### config.mk
export PLATFORM = sky130hd
export DESIGN_NAME = mem_ctrl
export DESIGN_NICKNAME = d
export VERILOG_FILES = /design/src/rtl/riscv_defs.sv /design/src/rtl/load_ext.sv /design/src/rtl/mem_ctrl.sv
export SDC_FILE = /design/constraint.sdc
export NUM_CORES = 1
export LEC_CHECK = 0
export BUFFER_PORTS_ARGS = -buffer_cell sky130_fd_sc_hd__buf_2
export CAP_MARGIN = 20
export CORE_MARGIN = 1.5
export CORE_UTILIZATION = 55
export DETAILED_ROUTE_END_ITERATION = 8
export PLACE_DENSITY = 0.79
export RECOVER_POWER = 25
export SYNTH_ARGS = -nofsm -noshare
export SYNTH_HDL_FRONTEND = slang
export SYNTH_SLANG_ARGS = --single-unit
### constraint.sdc
create_clock -name clk -period 3.8 [get_ports clk]
set_clock_uncertainty 0.05 [all_clocks]
set_input_delay 0.38 -clock clk [delete_from_list [all_inputs] [get_ports clk]]
set_output_delay 0.38 -clock clk [all_outputs]
set_load 0.02 [all_outputs]
### src/rtl/riscv_defs.sv
// Shared definitions for the memory controller: FSM state encoding, load/store
// size codes and byte-count helpers.
package riscv_defs;

    typedef enum logic [1:0] {
        IDLE   = 2'd0,
        IFETCH = 2'd1,
        LOAD   = 2'd2,
        STORE  = 2'd3
    } state_t;

    localparam logic [1:0] SZ_B = 2'd0;
    localparam logic [1:0] SZ_H = 2'd1;
    localparam logic [1:0] SZ_W = 2'd2;

    // Size code 3 is illegal and behaves as a word access.
    function automatic logic [1:0] norm_size(input logic [1:0] size);
        return (size == 2'd3) ? SZ_W : size;
    endfunction

    function automatic logic [2:0] size_bytes(input logic [1:0] size);
        case (size)
            SZ_B:    return 3'd1;
            SZ_H:    return 3'd2;
            default: return 3'd4;
        endcase
    endfunction

endpackage

### src/rtl/load_ext.sv
// Extends the low 1, 2 or 4 bytes of a gathered load word to 32 bits,
// zero- or sign-extending from the top bit of the loaded value.
module load_ext
    import riscv_defs::*;
(
    input  logic [31:0] raw,
    input  logic [1:0]  size,
    input  logic        is_signed,
    output logic [31:0] value
);

    always_comb begin
        case (size)
            SZ_B:    value = {{24{is_signed & raw[7]}}, raw[7:0]};
            SZ_H:    value = {{16{is_signed & raw[15]}}, raw[15:0]};
            default: value = raw;
        endcase
    end

endmodule

### src/rtl/mem_ctrl.sv
// Byte-serial memory controller arbitrating between instruction fetch and
// load/store traffic, with IO write back-pressure, flush abort and rdy freeze.
module mem_ctrl
    import riscv_defs::*;
#(
    parameter int unsigned ADDR_WIDTH = 32,
    parameter logic [31:0] IO_BASE    = 32'h0003_0000
) (
    input  logic                  clk,
    input  logic                  rst,
    input  logic                  rdy,
    input  logic [7:0]            mem_din,
    output logic [7:0]            mem_dout,
    output logic [ADDR_WIDTH-1:0] mem_a,
    output logic                  mem_wr,
    input  logic                  io_buffer_full,
    input  logic                  if_req,
    input  logic [ADDR_WIDTH-1:0] if_addr,
    output logic                  if_valid,
    output logic [31:0]           if_data,
    input  logic                  ls_req,
    input  logic                  ls_we,
    input  logic [ADDR_WIDTH-1:0] ls_addr,
    input  logic [1:0]            ls_size,
    input  logic                  ls_signed,
    input  logic [31:0]           ls_wdata,
    output logic                  ls_done,
    output logic [31:0]           ls_rdata,
    input  logic                  flush,
    output state_t                fsm_state
);

    state_t                state, state_n;
    logic [2:0]            cnt, cnt_n;
    logic [ADDR_WIDTH-1:0] base, base_n, st_addr, mem_a_n;
    logic [1:0]            size_q, size_n;
    logic                  sgn_q, sgn_n;
    logic [31:0]           wdata_q, wdata_n, raw_q, raw_n, raw_cap, ext_value;
    logic [31:0]           if_data_n, ls_rdata_n;
    logic [7:0]            st_byte, mem_dout_n;
    logic [2:0]            nbytes;
    logic                  rd_last, st_go, ls_take, if_take;
    logic                  mem_wr_n, if_valid_n, ls_done_n;

    function automatic logic is_io(input logic [ADDR_WIDTH-1:0] a);
        return a[17:16] == IO_BASE[17:16];
    endfunction

    // A requester whose pulse is currently high is still holding its request.
    assign ls_take = ls_req && !ls_done && (ls_we || !flush);
    assign if_take = if_req && !if_valid && !flush;

    assign nbytes  = size_bytes(size_q);
    assign rd_last = (cnt == nbytes - 3'd1);
    assign st_addr = base + ADDR_WIDTH'(cnt);
    assign st_byte = wdata_q[{cnt[1:0], 3'b000} +: 8];
    assign st_go   = !(is_io(st_addr) && io_buffer_full);

    always_comb begin
        raw_cap = raw_q;
        raw_cap[{cnt[1:0], 3'b000} +: 8] = mem_din;
    end

    load_ext u_load_ext (
        .raw      (raw_cap),
        .size     (size_q),
        .is_signed(sgn_q),
        .value    (ext_value)
    );

    always_ff @(posedge clk) begin
        if (rst) state <= IDLE;
        else     state <= state_n;
    end

    always_comb begin
        state_n = state;
        if (rdy) begin
            case (state)
                IDLE: begin
                    if (ls_take)      state_n = ls_we ? STORE : LOAD;
                    else if (if_take) state_n = IFETCH;
                end
                IFETCH, LOAD: if (flush || rd_last) state_n = IDLE;
                STORE:        if (cnt == nbytes)    state_n = IDLE;
                default:      state_n = IDLE;
            endcase
        end
    end

    always_comb begin
        cnt_n      = cnt;
        base_n     = base;
        size_n     = size_q;
        sgn_n      = sgn_q;
        wdata_n    = wdata_q;
        raw_n      = raw_q;
        mem_a_n    = mem_a;
        mem_dout_n = mem_dout;
        mem_wr_n   = 1'b0;
        if_valid_n = 1'b0;
        if_data_n  = if_data;
        ls_done_n  = 1'b0;
        ls_rdata_n = ls_rdata;
        if (rdy) begin
            case (state)
                IDLE: begin
                    if (ls_take) begin
                        base_n  = ls_addr;
                        size_n  = norm_size(ls_size);
                        sgn_n   = ls_signed;
                        wdata_n = ls_wdata;
                        raw_n   = '0;
                        mem_a_n = ls_addr;
                        cnt_n   = 3'd0;
                        // Byte 0 goes out on the accept edge unless the IO sink is full.
                        if (ls_we && !(is_io(ls_addr) && io_buffer_full)) begin
                            mem_wr_n   = 1'b1;
                            mem_dout_n = ls_wdata[7:0];
                            cnt_n      = 3'd1;
                        end
                    end else if (if_take) begin
                        base_n  = if_addr;
                        size_n  = SZ_W;
                        sgn_n   = 1'b0;
                        raw_n   = '0;
                        mem_a_n = if_addr;
                        cnt_n   = 3'd0;
                    end
                end
                IFETCH, LOAD: begin
                    if (!flush) begin
                        raw_n = raw_cap;
                        if (rd_last) begin
                            if (state == IFETCH) begin
                                if_valid_n = 1'b1;
                                if_data_n  = raw_cap;
                            end else begin
                                ls_done_n  = 1'b1;
                                ls_rdata_n = ext_value;
                            end
                        end else begin
                            cnt_n   = cnt + 3'd1;
                            mem_a_n = mem_a + ADDR_WIDTH'(1);
                        end
                    end
                end
                STORE: begin
                    if (cnt == nbytes) begin
                        ls_done_n = 1'b1;
                    end else if (st_go) begin
                        mem_wr_n   = 1'b1;
                        mem_a_n    = st_addr;
                        mem_dout_n = st_byte;
                        cnt_n      = cnt + 3'd1;
                    end
                end
                default: ;
            endcase
        end
    end

    always_ff @(posedge clk) begin
        if (rst) begin
            cnt      <= '0;
            base     <= '0;
            size_q   <= '0;
            sgn_q    <= 1'b0;
            wdata_q  <= '0;
            raw_q    <= '0;
            mem_a    <= '0;
            mem_dout <= '0;
            mem_wr   <= 1'b0;
            if_valid <= 1'b0;
            if_data  <= '0;
            ls_done  <= 1'b0;
            ls_rdata <= '0;
        end else begin
            cnt      <= cnt_n;
            base     <= base_n;
            size_q   <= size_n;
            sgn_q    <= sgn_n;
            wdata_q  <= wdata_n;
            raw_q    <= raw_n;
            mem_a    <= mem_a_n;
            mem_dout <= mem_dout_n;
            mem_wr   <= mem_wr_n;
            if_valid <= if_valid_n;
            if_data  <= if_data_n;
            ls_done  <= ls_done_n;
            ls_rdata <= ls_rdata_n;
        end
    end

    assign fsm_state = state;

endmodule
==> implementation parameters <==
Parameter                              Value

Synthesis
  YS warnings ... 0
  Gate Count Post-Synth ... 1297
  Mean area per synthesized cell ... a little over 8 um^2
  Share of the synthesized netlist area taken by xor and xnor gates ... 0.03833
  Portion of netlist area occupied by mux cells ... 0.05809
  Net Count, Synth ... ~1400
  Cell area after synthesis ... roughly 0.011 mm^2
  Area share of and/or/nand/nor cells after synthesis ... 0.2113
  Post-synthesis share of cell area spent on full adders, half adders and majority gates ... 0.01738
  Synth Area in Compound Gates ... 0.2176
  Share of the yosys chip area belonging to registers ... 0.4019
  Count of different cell masters after synthesis ... 73
  #FFs+latches synth ... roughly 210
  Top_reg_cell synth ... dfxtp_1
  Number of flops mapped to enable cells by yosys ... 0
  Largest family of logic cells by synthesized area ... compound AO/OA/AOI/OAI gates
  Post-synthesis async set-or-reset flop share ... 0

Finish
  Area Overhead vs Synth ... 18.14%
  Number of nets in the finished design ... roughly 1600
  Most frequent cells in the layout ... nand2_1, dfxtp_1, buf_2
  Total of fill cells in the finished design ... around 1600
  Layout cells sized above 1 ... 0.1607
  Most frequent standard cell in the layout excluding fill and tap cells ... nand2_1
  Number of antenna cells inserted ... 0

Placement
  Half-perimeter wire length after placement ... slightly above 20000 um
  Routability Congestion ... between 0.8 and 0.9
  Count of buffers inserted at the top-level ports ... roughly 220

Route
  Per-cell via count in the routed design ... 5.796
  Total routed wirelength ... approximately 29000 um
  Count of antenna-violating nets left after detailed routing ... 0
  Drt wl/cell ... roughly 17 um
  DRC violation count after routing ... 0
  Router iterations before antenna repair ... 5
  Routed via count ... between 9000 and 10000
  Number of DRC markers after the initial detailed-route iteration ... 788

CTS
  H-tree Lvls ... 1
  Clock sink count ... 211
  Buffers inserted by post-CTS timing repair ... 0
  Total CTS buffers ... 23
  # hold bufs at CTS ... 0
  Insertion delay to the later sink of the worst-skew pair ... 0.53 ns
  Maximum buffer depth of the clock tree ... 3
  Clock slew seen by the registers of the worst setup and hold paths ... around 0.060 ns
  TritonCTS clock tree ... yes
  CTS Root Cell ... clkbuf_16
  Resize count post-CTS ... 0

STA
  Number of hold-slack violations in the final timing report ... 0
  FMAX ... between 200 and 300 MHz
  Post-layout minimum cycle time ... 3.405 ns
  Final setup fails ... 0
  Final max-slew violation count ... 0
  RSZ-0062 raised after global routing ... no
  Final worst hold slack ... 0.04002 ns
  Share of the clock period used by the worst path ... 0.8961
  Worst slew pin tran ... just under 0.9 ns
  Total Negative Setup Slacks ... 0 ns
  Normalized max-slew margin ... 0.4169

Floorplan
  Die width ... roughly 140 um
  Core outline area ... 0.01871 mm^2
  Row Count ... 50
  Die extent in y ... roughly 140 um
  I/O Pins ... 224
  Die outline area ... between 0.015 and 0.02 mm^2
  Initial Utilization ... 0.5619

Power
  Static Leak ... approximately 0.0047 uW
  Largest voltage drop on the vdd net ... around 0.32 mV
  Power per standard cell area ... ~450 mW/mm^2

Worst setup path
  Type of the worst setup path ... flop to flop
  Most frequent CP cell ... o211a_1
  Highest net fanout along the worst path ... 23
  Peak per-stage delay on the critical path ... between 0.8 and 0.9 ns
  Req. time, crit path ... around 4.2 ns
  Critical Path Source Type ... flop
  Start point of the critical path ... cnt[0]
  CP Data Arrival Time ... 3.81 ns
  R2R Path Start ... cnt[0]
  Worst path slowest cell ... o211a_1
  Endpoint kind of the worst setup timing path ... flop
  Cells along the critical path ... ha_1 -> inv_1 -> fa_1 -> nor2b_1 -> o2111ai_2 -> o211a_1 -> nor3_1 -> o211a_1 -> o21ai_0 -> a21oi_1

Global route
  Maximum number of pins on one net before global-route repair ... between 100 and 150
  Combined global-route utilization of all metal layers ... 0.2819
  Number of global-route vias before repair ... 9123
  Residual overflow from global routing ... 0
  Initial antenna violation count ... 0
  First-pass GRT wire length ... around 46000 um

Flow run
  MaxCap Viol Count ... 0

Worst hold path
  Beginning of the worst hold path ... ls_wdata[25]
  Tightest Hold Check Type ... input pin to flop

Outcome
  Status ... completed
## cell usage after synthesis, types with 22 or more instances
cell      number  area (um^2)
a22oi_1       35        262.8
clkbuf_1      75        281.5
inv_1         48        180.2
mux2i_1       34        340.3
a211oi_1      61        457.9
dfxtp_1      211         4224
xor2_1        23        201.4
a21oi_1      116        580.6
xnor2_1       23        201.4
nor3_1        22        110.1
o21ai_0       41        205.2
nor2_1       137        514.2
nand2_1      219        822.0
## through the flow
step	utilization	worst slack, ns	cells	instance area [um^2]	total power, uW
after floorplan	-	0.8265	1297	10510	3108
after global placement	0.6277	0.5334	1681	11740	3388
after detailed placement	0.6277	0.4318	1681	11740	3410
after CTS	0.6678	0.4009	1720	12490	5627
after global routing	0.6639	0.04242	1721	12420	5824
final	0.6639	0.3948	1721	12420	5616
## registers in the layout, summed over array words and instances (netlist names), 2 cells and up
| signal | count |
|---|---|
| cnt | 3 |
| base | 32 |
| size_q | 2 |
| raw_q | 32 |
| mem_a | 32 |
| fsm_state | 2 |
| mem_dout | 8 |
| wdata_q | 32 |
| if_data | 32 |
| ls_rdata | 32 |
## layer usage
metal,global-route usage,vias to the layer above,part of all wire
met5,0,-,0
met4,0.09704,0,0.027
met3,0.04348,64,0.070
met2,0.4598,343,0.47
met1,0.3810,4649,0.43
li1,-,4919,-
## final cells by class
class / count / area [um^2] / share of cell area
repair buffers: 246 / 1240 / 0.09985
clock inverters: 7 / 100.1 / 0.008060
well taps: 234 / 292.8 / 0.02358
flip-flops and latches: 211 / 4224 / 0.3401
inverters: 49 / 183.9 / 0.01481
clock buffers: 32 / 649.4 / 0.05229
multi-input cells: 942 / 5728 / 0.4613
## power by group
group | switching [uW] | internal [uW]
combinational | 583 | 344
sequential | 122 | 2320
clock | 912 | 1330
total | 1620 | 4000
## worst max-delay path: cells and delay by family (launching register included)
kind,cells,cell delay (ns)
and+or+nand+nor,2,0.64
buffers and inverters,1,0.06
adders and majority gates,2,0.57
AOI/OAI and AO/OA,5,1.68
DFF,1,0.34
## path summary, 6_finish.rpt
check / to / slack [ns] / cells past startpoint
setup / recovery: mem_a[21] / 0.39 / 10
hold / removal: wdata_q[25] / 0.04 / 3
setup reg to reg: mem_a[21] / 0.39 / 10
hold reg to reg: if_data[26] / 0.40 / 2
## cell families after synthesis
| kind of cell | Yosys count |
|---|---|
| AND/OR/NAND/NOR | 492 |
| AO/OA/AOI/OAI | 340 |
| flip-flops | 211 |
| buffers and inverters | 144 |
| multiplexers | 50 |
| XOR/XNOR | 46 |
| adder cells (fa/ha/maj) | 14 |
Power figures use the tool's default switching activity.
